==> src/rtl/simple3_pkg.sv <==
// Shared constants, FSM state type and MISR step function for the simple3 sweep sequencer.
package simple3_pkg;

   localparam int CODE_W    = 5;
   localparam int NUM_CODES = 32;
   localparam int SIG_W     = 16;

   // Feedback taps at bits 15, 14, 12 and 3.
   localparam logic [SIG_W-1:0] MISR_TAPS = 16'hD008;

   typedef enum logic [1:0] {
      IDLE   = 2'd0,
      SETTLE = 2'd1,
      SAMPLE = 2'd2,
      DONE   = 2'd3
   } sweep_state_t;

   function automatic logic [SIG_W-1:0] misr_step(input logic [SIG_W-1:0] sig,
                                                  input logic [7:0]       din);
      return {sig[SIG_W-2:0], ^(sig & MISR_TAPS)} ^ {8'h00, din};
   endfunction

endpackage

==> src/rtl/simple3_sweep_ctrl_if.sv <==
// Pin-level bus between the sweep sequencer and one simple3 datapath instance.
interface simple3_sweep_ctrl_if;

   logic [3:0] dut_a;
   logic       dut_d;
   logic [3:0] dut_b;
   logic [3:0] dut_e;

   modport master (output dut_a, output dut_d, input dut_b, input dut_e);
   modport slave  (input dut_a, input dut_d, output dut_b, output dut_e);

endinterface

==> src/rtl/simple3_misr.sv <==
// 16-bit multiple-input signature register folding one 8-bit sample per enable.
module simple3_misr
   import simple3_pkg::*;
(
   input  logic             clk,
   input  logic             rst,
   input  logic             clr,
   input  logic [SIG_W-1:0] seed,
   input  logic             en,
   input  logic [7:0]       din,
   output logic [SIG_W-1:0] sig
);

   always_ff @(posedge clk) begin
      if (rst || clr) begin
         sig <= seed;
      end else if (en) begin
         sig <= misr_step(sig, din);
      end
   end

endmodule

==> src/rtl/simple3_sweep_ctrl.sv <==
// Sweeps {D,A} from 31 down to 0, samples B/E after a settle window and signs the results.
module simple3_sweep_ctrl
   import simple3_pkg::*;
#(
   parameter int               HOLD_CYCLES = 2,
   parameter logic [SIG_W-1:0] MISR_SEED   = 16'h0000
)(
   input  logic                 clk,
   input  logic                 rst,
   input  logic                 start,
   input  logic                 abort,
   simple3_sweep_ctrl_if.master bus,
   output logic                 busy,
   output logic                 smp_valid,
   output logic [CODE_W-1:0]    smp_code,
   output logic [3:0]           smp_b,
   output logic [3:0]           smp_e,
   output logic                 done,
   output logic [SIG_W-1:0]     signature
);

   localparam int                CNT_W    = (HOLD_CYCLES > 1) ? $clog2(HOLD_CYCLES) : 1;
   localparam logic [CNT_W-1:0]  CNT_LAST = CNT_W'(HOLD_CYCLES - 1);
   localparam logic [CODE_W-1:0] CODE_TOP = CODE_W'(NUM_CODES - 1);

   sweep_state_t      state;
   logic [CODE_W-1:0] code;
   logic [CNT_W-1:0]  cnt;
   logic              start_ok;
   logic              sample_fire;

   // Abort dominates start, and start is only honoured while not busy.
   assign start_ok    = start && !abort && ((state == IDLE) || (state == DONE));
   assign sample_fire = (state == SAMPLE) && !abort;

   assign busy      = (state == SETTLE) || (state == SAMPLE);
   assign bus.dut_a = code[3:0];
   assign bus.dut_d = code[4];

   always_ff @(posedge clk) begin
      if (rst) begin
         state     <= IDLE;
         code      <= '0;
         cnt       <= '0;
         done      <= 1'b0;
         smp_valid <= 1'b0;
         smp_code  <= '0;
         smp_b     <= '0;
         smp_e     <= '0;
      end else begin
         // NOTE: strobe defaults low each cycle; only a completed SAMPLE raises it, so no stale pulse survives.
         smp_valid <= 1'b0;
         case (state)
            IDLE, DONE: begin
               if (start_ok) begin
                  state <= SETTLE;
                  code  <= CODE_TOP;
                  cnt   <= '0;
                  done  <= 1'b0;
               end else if (state == DONE) begin
                  done <= 1'b1;
               end
            end
            SETTLE: begin
               if (abort) begin
                  state <= IDLE;
                  code  <= '0;
                  cnt   <= '0;
               end else if (cnt == CNT_LAST) begin
                  state <= SAMPLE;
               end else begin
                  cnt <= cnt + 1'b1;
               end
            end
            SAMPLE: begin
               cnt <= '0;
               if (abort) begin
                  state <= IDLE;
                  code  <= '0;
               end else begin
                  smp_valid <= 1'b1;
                  smp_code  <= code;
                  smp_b     <= bus.dut_b;
                  smp_e     <= bus.dut_e;
                  if (code == '0) begin
                     state <= DONE;
                  end else begin
                     state <= SETTLE;
                     code  <= code - 1'b1;
                  end
               end
            end
            default: state <= IDLE;
         endcase
      end
   end

   simple3_misr u_misr (
      .clk  (clk),
      .rst  (rst),
      .clr  (start_ok),
      .seed (MISR_SEED),
      .en   (sample_fire),
      .din  ({bus.dut_b, bus.dut_e}),
      .sig  (signature)
   );

endmodule

==> src/flat_wrapper.sv <==
// flat-port wrapper written by rule: the top's interface ports become plain ports
module simple3_sweep_ctrl_flat import simple3_pkg::*;
#(
   parameter int               HOLD_CYCLES = 2,
   parameter logic [SIG_W-1:0] MISR_SEED   = 16'h0000
)
  (clk, rst, start, abort, busy, smp_valid, smp_code, smp_b, smp_e, done, signature, bus_dut_a, bus_dut_d, bus_dut_b, bus_dut_e);
  simple3_sweep_ctrl_if bus_i ();
  input  logic clk;
  input  logic rst;
  input  logic start;
  input  logic abort;
  output logic busy;
  output logic smp_valid;
  output logic [CODE_W-1:0] smp_code;
  output logic [3:0] smp_b;
  output logic [3:0] smp_e;
  output logic done;
  output logic [SIG_W-1:0] signature;
  output wire logic [$bits(bus_i.dut_a)-1:0] bus_dut_a;
  output wire logic [$bits(bus_i.dut_d)-1:0] bus_dut_d;
  input wire logic [$bits(bus_i.dut_b)-1:0] bus_dut_b;
  input wire logic [$bits(bus_i.dut_e)-1:0] bus_dut_e;
  assign bus_dut_a = bus_i.dut_a;
  assign bus_dut_d = bus_i.dut_d;
  assign bus_i.dut_b = bus_dut_b;
  assign bus_i.dut_e = bus_dut_e;
  simple3_sweep_ctrl #(.HOLD_CYCLES(HOLD_CYCLES), .MISR_SEED(MISR_SEED)) u_core (.clk(clk), .rst(rst), .start(start), .abort(abort), .bus(bus_i), .busy(busy), .smp_valid(smp_valid), .smp_code(smp_code), .smp_b(smp_b), .smp_e(smp_e), .done(done), .signature(signature));
endmodule
==> config.mk <==
export PLATFORM = sky130hd
export DESIGN_NAME = simple3_sweep_ctrl_flat
export DESIGN_NICKNAME = d
export VERILOG_FILES = /design/src/rtl/simple3_pkg.sv /design/src/rtl/simple3_sweep_ctrl_if.sv /design/src/rtl/simple3_misr.sv /design/src/rtl/simple3_sweep_ctrl.sv /design/src/flat_wrapper.sv
export SDC_FILE = /design/constraint.sdc
export NUM_CORES = 1
export LEC_CHECK = 0
export BUFFER_PORTS_ARGS = -buffer_cell sky130_fd_sc_hd__buf_2
export CORE_MARGIN = 2
export CORE_UTILIZATION = 45
export DETAILED_ROUTE_END_ITERATION = 10
export GPL_TIMING_DRIVEN = 0
export PLACE_DENSITY_LB_ADDON = 0.2
export SETUP_SLACK_MARGIN = 0.05
export SLEW_MARGIN = 20
export SYNTH_ARGS = -nofsm -noshare
export SYNTH_HDL_FRONTEND = slang
export SYNTH_HIERARCHICAL = 1
export SYNTH_SLANG_ARGS = --single-unit
==> constraint.sdc <==
create_clock -name clk -period 3.7 [get_ports clk]
set_input_delay 0.37 -clock clk [delete_from_list [all_inputs] [get_ports clk]]
set_output_delay 0.37 -clock clk [all_outputs]
set_load 0.03 [all_outputs]
==> run metrics, run 1 <==
worst slack at placement=1.45 ns; reg-to-reg endpoint=u_core/u_misr/sig[2]; max-cap viol count=0; Worst Path Required=3.62 ns; Iteration-0 DRC Markers=44; number of global-route vias before repair=1328; Yosys warning count=6; Fmax=0.440 GHz; Comb power frac=24.8%; Antenna Cells=0; met3 WL=275 µm; Layout Nets=271; starting density of the core=46.1%; Port Buf Inserts=48; RR Startpoint=u_core/state[1]; sequential power share=49.2%; largest net degree at the start of global routing=17; synthesized flop and latch total=39; post-cts gate resize count=0; die area=0.00456 mm²; R2R setup slack=1.42 ns; crit path capture=u_core/u_misr/sig[2]; period utilisation layout=61.5%; Final Setup Violations=0; fin cells=305; # placed instances=297; Setup WS post-layout=1.42 ns; clock skew=0.00488 ns; share of layout cells above drive strength 1=29.8%; global route total overflow=0; net switching power=0.339 mW; Slew HR=55.5%; Layout fillers=376; worst hold slack=0.348 ns; P per Cell Area=468 mW/mm²; RSZ-0062 raised after global routing=no; worst skew pair latency=0.29 ns; clock transition at the registers of the reported paths=0.08 ns; CTS Buf Count=5; Synth area leaders=edfxtp_1, dfxtp_1, a21oi_1; Via density=4.94; Cell variety after synth=39; Max Root-Sink Buffers=2; critical path arrival=2.20 ns; r2r worst-path depth=5; Synth area leader=edfxtp_1; max-slew violation count=0; CTS tree=done; final wirelength=3810 µm; Final Hold Viols=0; first-pass GRT wire length=6130 µm; metal2 WL=1700 µm; Hold Path Class=input pin to flip-flop; Design Power=1.06 mW; DRT Pass-1 Iters=4; setup TNS=0 ns; IO Pins=49; Worst VDD drop=0.000268 V; crit path kind=flip-flop to flip-flop; core area=0.00394 mm²; top layer in use=met4; sequential-to-total area share from yosys stat=51.8%; std cell rows=23; most common cell after layout, fill and taps aside=buf_2; Critical path origin=u_core/state[1]; chip width=67.6 µm; post-synth top area share=26.4%; routed length per placed instance=12.5 µm; wl on met1=1800 µm; height of the die=67.6 µm; Clock power frac=26.1%; H-tree Lvls=2; Max FO, Critical Path=16; Worst Max-Slew Pin Slew=0.668 ns; number of post-CTS setup repair buffers=0; Post-Syn Area=0.00182 mm²; Tot GR Track Use=18.3%; gpl congestion=0.885; Sw Share=32.1%; detailed-route DRC error count=0; Routed Antenna Nets=0; Post-Synthesis Cells=184; Pint=0.718 mW; Root Driver=clkbuf_8; highest-count cells in the layout ignoring fill and taps=buf_2, a21oi_1, nand2_1; initial antenna violation count=0; CP endpoint kind=flip-flop; CTS sink count=39; Synth-to-Final Area Change=24.4%; Detailed Place HPWL=2760 µm; status=completed; CP Launch Type=flip-flop; Leakage=0.962 nW; vias=1508; cts hold-fix bufs=0; syn_area_per_cell=9.88 µm²; post-route minimum period=2.28 ns
[critical path: stages (launching register included)]
cell and delay (ns):
dfxtp_1 0.43, ha_1 0.24, nand2b_2 0.08, inv_2 0.15
buf_1 0.39, or3_1 0.62
[flip-flops by register name, indices dropped and copies added, names as in the netlist, 2 cells and up]
register,cells
u_core/smp_code,5
u_core/state,2
u_core/u_misr/sig,16
u_core/smp_e,4
u_core/code,5
u_core/smp_b,4
[power groups by stage]
stage | sequential [mW] | clock [mW] | combinational (mW)
after global placement | 0.530 | 0 | 0.258
after global routing | 0.526 | 0.308 | 0.285
final | 0.520 | 0.276 | 0.262
after CTS | 0.520 | 0.286 | 0.262
after detailed placement | 0.530 | 0 | 0.261
after floorplan | 0.589 | 0 | 0.131
[worst min-delay path by stage]
stage	end	slack (ns)	startpoint	depth (start not counted)
floorplan	u_core/code[0]	0.45	rst	1
global placement	u_core/smp_e[2]	0.44	u_core/smp_e[2]	2
detailed placement	u_core/smp_e[3]	0.45	u_core/smp_e[3]	2
global route	u_core/smp_e[2]	0.34	bus_dut_e[2]	3
CTS	u_core/smp_e[3]	0.34	bus_dut_e[3]	3
finish	u_core/smp_e[3]	0.35	bus_dut_e[3]	3
[Yosys cell counts]
cell	number
inv_2	1
mux2_2	8
nand2b_2	1
nand3_1	1
conb_1	1
and2_1	2
a2111oi_0	1
o211ai_1	2
xor2_2	1
ha_1	5
a21oi_1	33
a31oi_1	1
nor2_1	15
mux2_4	1
buf_1	2
nor2_2	1
and2b_4	1
nor4_1	1
xnor2_1	8
and3_4	1
nor3b_1	1
o21ai_0	2
nand2_1	27
a21o_1	1
nor3_2	1
o31ai_1	2
nand2b_1	1
dfxtp_1	23
inv_1	6
or3_1	4
buf_4	1
nor3_1	4
o32ai_1	1
nor2b_1	1
xnor3_2	1
buf_2	2
edfxtp_1	16
clkbuf_1	2
a22oi_1	1
[cells by family (layout without fill, tap and decap cells)]
kind of cell | count (synthesis) | in the layout | share of synthesized area (%)
AO/OA/AOI/OAI | 44 | 44 | 13.4
other | 1 | 16 | 0.206
buffers and inverters | 14 | 70 | 3.23
XOR/XNOR | 10 | 10 | 6.06
flip-flops | 39 | 39 | 51.8
adder cells (fa/ha/maj) | 5 | 5 | 3.44
multiplexers | 9 | 9 | 5.78
AND/OR/NAND/NOR | 62 | 62 | 16.1
[routing by layer]
metal  GRT usage, %  vias to the layer above
met3           5.67                        4
met4           6.63                        0
met5              0                        -
li1               -                      760
met2           26.6                       56
met1           25.7                      688
[stage by stage]
| stage | util (%) | area, µm² |
|---|---|---|
| 2_1_floorplan | - | 1870 |
| 3_3_place_gp | 55.2 | 2180 |
| 3_5_place_dp | 55.2 | 2180 |
| 4_1_cts | 57.3 | 2260 |
| 5_1_grt | 57.3 | 2260 |
| 6_report | 57.3 | 2260 |
[layout make-up]
| type | count | area, µm² | area share, % |
|---|---|---|---|
| flip-flops and latches | 39 | 941 | 41.6 |
| multi-input cells | 146 | 875 | 38.7 |
| repair buffers | 48 | 240 | 10.6 |
| clock buffers | 5 | 68.8 | 3.04 |
| well taps | 50 | 62.6 | 2.77 |
| plain buffers | 7 | 32.5 | 1.44 |
| inverters | 7 | 26.3 | 1.16 |
| clock inverters | 3 | 15.0 | 0.664 |
(Power assumes the default switching activity.)
==> inputs of run 2 (changes only) <==
--- a/config.mk
+++ b/config.mk
@@ -5,6 +5,7 @@
 export SDC_FILE = /design/constraint.sdc
 export NUM_CORES = 1
 export LEC_CHECK = 0
+export ABC_AREA = 1
 export BUFFER_PORTS_ARGS = -buffer_cell sky130_fd_sc_hd__buf_2
 export CORE_MARGIN = 2
 export CORE_UTILIZATION = 45
==> constraint.sdc (replaced) <==
create_clock -name clk -period 2.01 [get_ports clk]
set_input_delay 0.201 -clock clk [delete_from_list [all_inputs] [get_ports clk]]
set_output_delay 0.201 -clock clk [all_outputs]
set_load 0.03 [all_outputs]
==> run metrics, run 2 <==
Detailed Place HPWL=2900 µm; Routed Antenna Nets=0; Yosys warning count=6; detailed-route DRC error count=0; die area=0.00476 mm²; post-synthesis compound-gate area fraction=9.03%; Largest register FFs=16; cts hold-fix bufs=0; Post-synth EDFFs=16; P per Cell Area=940 mW/mm²; Hold Path Class=input pin to flip-flop; top_reg_cell synth=dfxtp_1; worst skew pair latency=0.29 ns; synthesized flop and latch total=39; dominant combinational cell family by area after synthesis=simple AND/OR/NAND/NOR gates; largest net degree at the start of global routing=13; status=completed; fin cells=357; area share of and/or/nand/nor cells after synthesis=28.1%; CTS sink count=39; Layout Nets=323; top flop regs=u_core/u_misr/sig: 16 flops, u_core/code: 5 flops, u_core/smp_code: 5 flops; routed length per placed instance=11.2 µm; global route total overflow=0; Max Root-Sink Buffers=2; most common cell after layout, fill and taps aside=nand2_1; Worst VDD drop=0.000484 V; Post-Synth Adder-Cell Area=3.29%; Antenna Cells=0; register area=941 µm²; Synth area leader=edfxtp_1; post-synth top area share=25.3%; clock transition at the registers of the reported paths=0.07 ns; most frequent cell after synthesis=nand2_1; Async SR Flop Fraction=0%; Max FO, Critical Path=9; Tot GR Track Use=19.5%; crit path kind=flip-flop to flip-flop; area of the multi-input gates=902 µm²; CP Launch Type=flip-flop; chip width=69.0 µm; Layout fillers=390; DRT Pass-1 Iters=4; gpl congestion=0.807; Worst Path Required=2.04 ns; starting density of the core=47.1%; Fmax=0.561 GHz; sequential-to-total area share from yosys stat=49.5%; initial antenna violation count=0; first-pass GRT wire length=6710 µm; setup TNS=0 ns; clock skew=0.00548 ns; slowest CP cell=or2_2; final wirelength=4010 µm; Cell variety after synth=24; Synth area leaders=edfxtp_1, dfxtp_1, nand2_1; Leakage=1.18 nW; Post-Syn Area=0.00190 mm²; IO Pins=49; mux contribution to synthesized area=0%; max-slew violation count=0; Iteration-0 DRC Markers=98; std cell rows=23; CP peak stage delay=0.38 ns; Biggest register=u_core/u_misr/sig; Via density=4.64; core area=0.00403 mm²; top post-synthesis cells by count=nand2_1, nor2_1, dfxtp_1; post-route minimum period=1.78 ns; vias=1655; syn_area_per_cell=8.12 µm²; Port Buf Inserts=48; Synth-to-Final Area Change=24.5%; number of global-route vias before repair=1510; Design Power=2.22 mW; CTS tree=done; Final Hold Viols=0; critical path arrival=1.81 ns; CTS Buf Count=5; period utilisation layout=88.7%; crit-path cells=inv_1, ha_2, inv_2, nor2_2, nor2_4, inv_4, or2_2; Root Driver=clkbuf_8; H-tree Lvls=2; highest-count cells in the layout ignoring fill and taps=nand2_1, buf_2, nor2_1; # placed instances=347; Post-Synthesis Cells=234; CP endpoint kind=flip-flop; Final Setup Violations=0; height of the die=69.0 µm; RSZ-0062 raised after global routing=no; post-synthesis xor/xnor area fraction=3.23%; share of layout cells above drive strength 1=28.0%; max-cap viol count=0
[run 2: cells by family (layout without fill, tap and decap cells)]
kind of cell,Yosys count,count (layout)
adder cells (fa/ha/maj),5,5
other,1,16
AO/OA/AOI/OAI,29,29
flip-flops,39,39
AND/OR/NAND/NOR,126,127
XOR/XNOR,7,7
buffers and inverters,27,84
[run 2: worst paths after layout]
kind / to / slack [ns] / cells past startpoint / startpoint
setup / recovery: u_core/u_misr/sig[4] / 0.23 / 7 / u_core/state[0]
hold / removal: u_core/smp_b[2] / 0.18 / 3 / bus_dut_b[2]
setup reg to reg: u_core/u_misr/sig[4] / 0.23 / 7 / u_core/state[0]
hold reg to reg: u_core/smp_b[2] / 0.48 / 2 / u_core/smp_b[2]
[run 2: worst max-delay path: cells and delay by family (launching register included)]
kind                     cells  cell delay [ns]
adder cells (fa/ha/maj)      1             0.34
AND/OR/NAND/NOR              3             0.58
buffers and inverters        3             0.23
flip-flops                   1             0.36
[run 2: metal layers]
| layer | part of all wire, % | wire length [µm] | track usage [%] |
|---|---|---|---|
| met3 | 5.3 | 214 | 5.52 |
| met1 | 48 | 1910 | 24.4 |
| met4 | 1.7 | 68 | 8.33 |
| met5 | 0 | 0 | 0 |
| met2 | 45 | 1820 | 31.4 |
[run 2: stage by stage]
step	area (µm²)	utilization [%]	hold WS, ns	setup WS [ns]
4_1_cts	2360	58.6	0.169	0.132
6_report	2360	58.7	0.179	0.228
5_1_grt	2360	58.7	0.177	0.105
3_3_place_gp	2260	56.1	0.459	0.0617
3_5_place_dp	2260	56.1	0.468	0.0587
2_1_floorplan	1960	-	0.270	0.145
[run 2: area by class of cell]
type                            instances  area share [%]
Buffer                                  6            1.90
Clock inverter                          2           0.529
Tap cell                               50            2.65
Multi-Input combinational cell        184            38.1
Sequential cell                        39            39.8
Clock buffer                            6            3.07
Inverter                               21            3.44
Timing Repair Buffer                   49            10.5
[run 2: power by group]
| part | switching, mW | leakage (nW) | internal (mW) |
|---|---|---|---|
| logic | 0.477 | 0.790 | 0.232 |
| registers | 0.0662 | 0.349 | 0.929 |
| clock network | 0.277 | 0.0412 | 0.242 |
| total | 0.820 | 1.18 | 1.40 |
[run 2: repair_timing]
item,CTS,global route
pin swaps,1,0
setup buffers,1,0
endpoints found under the setup margin,10,8
gates resized for setup,0,2
cloned,1,0
